$ cat src/rtl/fib_index_finder.sv
`default_nettype none
// ============================================================================
//  Module   : fib_index_finder
//  Purpose  : Inverse Fibonacci lookup. Latches a DATA_W-bit value on an
//             accepted start, then walks the series F0, F1, F2 ... one term
//             per clock with its own cur/nxt registers and adder. It reports
//             whether the value is a Fibonacci number and its index n. For a
//             non-member it reports the floor index. Results are held until
//             the next decision.
//  Ports    : clk        - rising-edge clock
//             usr_reset  - asynchronous, active-low reset
//             start      - search request, sampled only while idle
//             value_in   - value to look up, latched on accepted start
//             busy       - high while searching
//             done       - one-cycle pulse when is_fib/index become valid
//             is_fib     - latched value is a Fibonacci number
//             index      - index n (exact, floor, or MAX_IDX on overflow)
//             floor_val  - largest Fibonacci number <= value
//                          (present only with FIB_FLOOR_VAL_EN)
//  Options  : `define FIB_FLOOR_VAL_EN adds floor_val and a prev-term register
//  Revision : 1.0 - initial release
// ============================================================================
module fib_index_finder #(
  parameter int DATA_W  = 16,
  parameter int IDX_W   = 5,
  parameter int MAX_IDX = 24
) (
  input  logic              clk,
  input  logic              usr_reset,
  input  logic              start,
  input  logic [DATA_W-1:0] value_in,
  output logic              busy,
  output logic              done,
  output logic              is_fib,
`ifdef FIB_FLOOR_VAL_EN
  output logic [IDX_W-1:0]  index,
  output logic [DATA_W-1:0] floor_val
`else
  output logic [IDX_W-1:0]  index
`endif
);

  localparam logic [0:0] S_IDLE   = 1'b0;
  localparam logic [0:0] S_SEARCH = 1'b1;

  localparam logic [IDX_W-1:0] c_max_idx = IDX_W'(MAX_IDX);

  logic [0:0]        state_q,  state_d;
  logic              done_q,   done_d;
  logic              is_fib_q, is_fib_d;
  logic [IDX_W-1:0]  index_q,  index_d;
  logic [DATA_W-1:0] target_q, target_d;
  logic [DATA_W-1:0] cur_q,    cur_d;
  logic [DATA_W-1:0] nxt_q,    nxt_d;
  logic [IDX_W-1:0]  idx_q,    idx_d;
`ifdef FIB_FLOOR_VAL_EN
  logic [DATA_W-1:0] prev_q,   prev_d;
  logic [DATA_W-1:0] floor_q,  floor_d;
`endif

  always_comb begin
    state_d  = state_q;
    done_d   = 1'b0;
    is_fib_d = is_fib_q;
    index_d  = index_q;
    target_d = target_q;
    cur_d    = cur_q;
    nxt_d    = nxt_q;
    idx_d    = idx_q;
`ifdef FIB_FLOOR_VAL_EN
    prev_d   = prev_q;
    floor_d  = floor_q;
`endif
    case (state_q)
      S_IDLE: begin
        if (start) begin
          target_d = value_in;
          cur_d    = '0;
          nxt_d    = DATA_W'(1);
          idx_d    = '0;
`ifdef FIB_FLOOR_VAL_EN
          prev_d   = '0;
`endif
          state_d  = S_SEARCH;
        end
      end
      S_SEARCH: begin
        if (cur_q == target_q) begin
          is_fib_d = 1'b1;
          index_d  = idx_q;
          done_d   = 1'b1;
          state_d  = S_IDLE;
`ifdef FIB_FLOOR_VAL_EN
          floor_d  = cur_q;
`endif
        end else if (cur_q > target_q) begin
          // Overshoot can only happen with idx >= 1 (target 0 matches F0),
          // so idx-1 never wraps.
          is_fib_d = 1'b0;
          index_d  = idx_q - IDX_W'(1);
          done_d   = 1'b1;
          state_d  = S_IDLE;
`ifdef FIB_FLOOR_VAL_EN
          floor_d  = prev_q;
`endif
        end else if (idx_q == c_max_idx) begin
          // Target lies above the largest representable term.
          is_fib_d = 1'b0;
          index_d  = c_max_idx;
          done_d   = 1'b1;
          state_d  = S_IDLE;
`ifdef FIB_FLOOR_VAL_EN
          floor_d  = cur_q;
`endif
        end else begin
          // The wrapped F(MAX_IDX+1) lands in nxt but is never compared.
          cur_d = nxt_q;
          nxt_d = cur_q + nxt_q;
          idx_d = idx_q + IDX_W'(1);
`ifdef FIB_FLOOR_VAL_EN
          prev_d = cur_q;
`endif
        end
      end
      default: begin
        state_d = S_IDLE;
      end
    endcase
  end

  always_ff @(posedge clk or negedge usr_reset) begin
    if (!usr_reset) begin
      state_q  <= S_IDLE;
      done_q   <= 1'b0;
      is_fib_q <= 1'b0;
      index_q  <= '0;
      target_q <= '0;
      cur_q    <= '0;
      nxt_q    <= '0;
      idx_q    <= '0;
`ifdef FIB_FLOOR_VAL_EN
      prev_q   <= '0;
      floor_q  <= '0;
`endif
    end else begin
      state_q  <= state_d;
      done_q   <= done_d;
      is_fib_q <= is_fib_d;
      index_q  <= index_d;
      target_q <= target_d;
      cur_q    <= cur_d;
      nxt_q    <= nxt_d;
      idx_q    <= idx_d;
`ifdef FIB_FLOOR_VAL_EN
      prev_q   <= prev_d;
      floor_q  <= floor_d;
`endif
    end
  end

  assign busy   = (state_q == S_SEARCH);
  assign done   = done_q;
  assign is_fib = is_fib_q;
  assign index  = index_q;
`ifdef FIB_FLOOR_VAL_EN
  assign floor_val = floor_q;
`endif

endmodule
`default_nettype wire

$ cat config.mk
export PLATFORM = sky130hd
export DESIGN_NAME = fib_index_finder
export DESIGN_NICKNAME = d
export VERILOG_FILES = /design/src/rtl/fib_index_finder.sv
export SDC_FILE = /design/constraint.sdc
export NUM_CORES = 1
export LEC_CHECK = 0
export CAP_MARGIN = 5
export CORE_MARGIN = 8
export CORE_UTILIZATION = 54
export CTS_CLUSTER_DIAMETER = 80
export DETAILED_ROUTE_END_ITERATION = 8
export GPL_TIMING_DRIVEN = 0
export PLACE_DENSITY = 0.77
export SYNTH_ARGS = -nofsm -noshare
export SYNTH_HDL_FRONTEND = slang
export SYNTH_SLANG_ARGS = --single-unit
$ cat constraint.sdc
create_clock -name clk -period 2.6 [get_ports clk]
set_clock_uncertainty 0.1 [all_clocks]
set_input_delay 0.52 -clock clk [delete_from_list [all_inputs] [get_ports clk]]
set_output_delay 0.52 -clock clk [all_outputs]
set_load 0.005 [all_outputs]
==> flow_metrics.env <==
export IMPL_status="finished clean"
export IMPL_synthTopCellsByArea="dfrtp_1 (40%), ha_1 (11%), nand2_1 (5.6%)"
export IMPL_synth_area_um2=3850
export IMPL_finalHoldViolations=0
export IMPL_synth_top_cells_by_count="dfrtp_1 (61), nand2_1 (57), ha_1 (34)"
export IMPL_place_congestion=0.874
export IMPL_h_tree_depth=3
export IMPL_dieArea_um2=10100
export IMPL_grt_pass1_wl_mm=16.0
export IMPL_worst_ep_arrival_time_ns=2.72
export IMPL_worstSetupEndpointType="register"
export IMPL_finalCriticalPeriod_ns=2.59
export IMPL_power_leakage_uw=0.00219
export IMPL_r2r_end="nxt_q[15]"
export IMPL_numPortBuffers=26
export IMPL_ctsHoldBuffers=0
export IMPL_tritoncts="done"
export IMPL_core_area_um2=6830
export IMPL_dpl_cell_count=527
export IMPL_synth_nets=458
export IMPL_final_util_pct=68.4
export IMPL_synth_async_reset_ratio_pct=100
export IMPL_diodes=0
export IMPL_drive_gt1_share_pct=16.4
export IMPL_setup_viol=0
export IMPL_place_hpwl_mm=6.57
export IMPL_synth_top_area_cell="dfrtp_1"
export IMPL_start_util_pct=56.3
export IMPL_grt_pass1_vias=3332
export IMPL_insertion_delay_ns=0.36
export IMPL_reg2reg_from="cur_q[9]"
export IMPL_syn_to_final_growth_pct=21.5
export IMPL_synth_seq_area_share_pct=39.7
export IMPL_synth_edff_count=0
export IMPL_hold_path_class="in2async"
export IMPL_startpoint_type="register"
export IMPL_synth_avg_cell_area_um2=9.52
export IMPL_overflow=0
export IMPL_crit_fanout=6
export IMPL_vias_per_cell=6.02
export IMPL_die_y_um=100
export IMPL_root_buffer="clkbuf_8"
export IMPL_ys_types=59
export IMPL_yosys_warnings=0
export IMPL_maxCapViolCount=0
export IMPL_drt_wl_total_mm=9.54
export IMPL_ios=27
export IMPL_grt_use_total_pct=20.1
export IMPL_drc=0
export IMPL_wire_per_inst_um=17.5
export IMPL_relSlewSlack_pct=49.4
export IMPL_post_place_ws_ns=-0.143
export IMPL_fmax_mhz=387
export IMPL_ys_ff_latch=61
export IMPL_drt_iter0_drc=197
export IMPL_synth_top_cell_area_share_pct=39.7
export IMPL_synth_most_common_cell="dfrtp_1"
export IMPL_critical_path_required_ns=2.74
export IMPL_fin_cells=546
export IMPL_fin_ws_ns=0.0132
export IMPL_tightest_slew_ns=0.759
export IMPL_drtAntennaViolNets=0
export IMPL_grt_max_degree=38
export IMPL_drv_slew=0
export IMPL_rsz0062_at_grt="yes"
export IMPL_power_density_nw_per_um2=1350
export IMPL_r2r_cells=6
export IMPL_synth_ff_type="dfrtp_1"
export IMPL_rows=30
export IMPL_numCtsBuffers=9
export IMPL_clk_pin_slew_ns=0.07
export IMPL_reg2reg_slack_ns=0.01
export IMPL_fp_dieW_um=100
export IMPL_cts_num_sinks=61
export IMPL_netlist_instances=404
export IMPL_criticalPathCategory="reg2reg"
export IMPL_ir_worst_vdd_uv=672
export IMPL_drtPass1Iterations=5
export IMPL_nNetsFinal=499
export IMPL_antenna_found_initial=0
export IMPL_period_share_pct=99.5
export IMPL_vias=3288
export IMPL_clock_path_buffers=2
[cell type report]
class | count | area [µm²]
multi-input combinational | 303 | 2310
fill | 498 | 2160
sequential | 61 | 1530
timing repair buffer | 30 | 298
clock buffer | 10 | 128
tap | 96 | 120
clock inverter | 6 | 111
inverter | 24 | 90.1
buffer | 16 | 83.8
[where the power goes]
group	internal [µW]	switching (µW)
sequential	1380	378
clock	637	411
combinational	1560	1920
[how the worst max path moves through the flow]
stage / startpoint / endpoint / cells after the start
after floorplan: cur_q[10] / nxt_q[15] / 7
after global placement: usr_reset / nxt_q[5] / 1
after detailed placement: cur_q[0] / nxt_q[10] / 8
after CTS: cur_q[12] / nxt_q[15] / 7
after global routing: cur_q[9] / nxt_q[15] / 7
final: cur_q[9] / nxt_q[15] / 6
[cell usage in the layout, fill, tap and decap left out, types with 4 or more instances in the layout]
| master | instances |
|---|---|
| nand4_1 | 9 |
| ha_4 | 5 |
| dfrtp_1 | 57 |
| buf_4 | 4 |
| a21o_1 | 7 |
| a21oi_2 | 5 |
| a21oi_1 | 17 |
| xnor2_1 | 8 |
| a211oi_1 | 5 |
| clkbuf_1 | 11 |
| inv_1 | 23 |
| mux2i_1 | 7 |
| nand3_1 | 30 |
| nor3_1 | 4 |
| clkbuf_8 | 9 |
| ha_1 | 26 |
| mux2_1 | 7 |
| nor2_1 | 11 |
| a31oi_1 | 4 |
| or3_1 | 5 |
| dfrtp_2 | 4 |
| mux2_2 | 12 |
| xor2_1 | 5 |
| nand2_1 | 57 |
| clkdlybuf4s50_1 | 25 |
| o21ai_1 | 12 |
| nand2b_1 | 4 |
[timing repair]
| item | 4_1_cts | 5_1_grt |
|---|---|---|
| gates cloned | 0 | 0 |
| endpoints found under the setup margin | 23 | 25 |
| buffers inserted | 2 | 1 |
| gates resized for setup | 9 | 32 |
| pin swaps | 2 | 6 |
[sequential cells by signal (all words and copies together), names as in the netlist]
register and cells:
busy 1, cur_q 16, done 1, idx_q 5, index 5, is_fib 1, nxt_q 16, target_q 16
[per-stage QoR]
step                power [µW]  hold WS, ns  area (µm²)  TNS [ns]
finish                    6280       0.0544        4670         0
global route              6780        0.107        4670   -0.0782
CTS                       6020       0.0677        4540         0
detailed placement        4840        0.378        4240     -1.58
global placement          4710        0.371        4230    -65.64
floorplan                 4010        0.124        3850         0
[critical path: stages (launching register included)]
cell	delay, ns
dfrtp_1	0.47
ha_4	0.34
nand4_1	0.23
a211oi_1	0.52
nor4b_1	0.12
a2111o_1	0.39
or3_1	0.30
[kinds of logic (layout without fill, tap and decap cells)]
group                    count (synthesis)  in the layout  share of synthesized area, %
AND/OR/NAND/NOR                        146            146                          19.0
AO/OA/AOI/OAI                           82             82                          14.9
flip-flops                              61             61                          39.7
buffers and inverters                   40             86                          4.23
adder cells (fa/ha/maj)                 35             35                          11.6
multiplexers                            27             27                          7.68
XOR/XNOR                                13             13                          2.96
[per-layer routing]
| metal | vias to the layer above | part of all wire, % | GRT usage (%) |
|---|---|---|---|
| met5 | - | 0 | 0 |
| met4 | 0 | 2.5 | 10.0 |
| met3 | 27 | 6.3 | 5.95 |
| met2 | 108 | 48 | 32.2 |
| met1 | 1604 | 43 | 23.9 |
| li1 | 1549 | - | - |
Note: power is estimated with default switching activity, not from simulation.
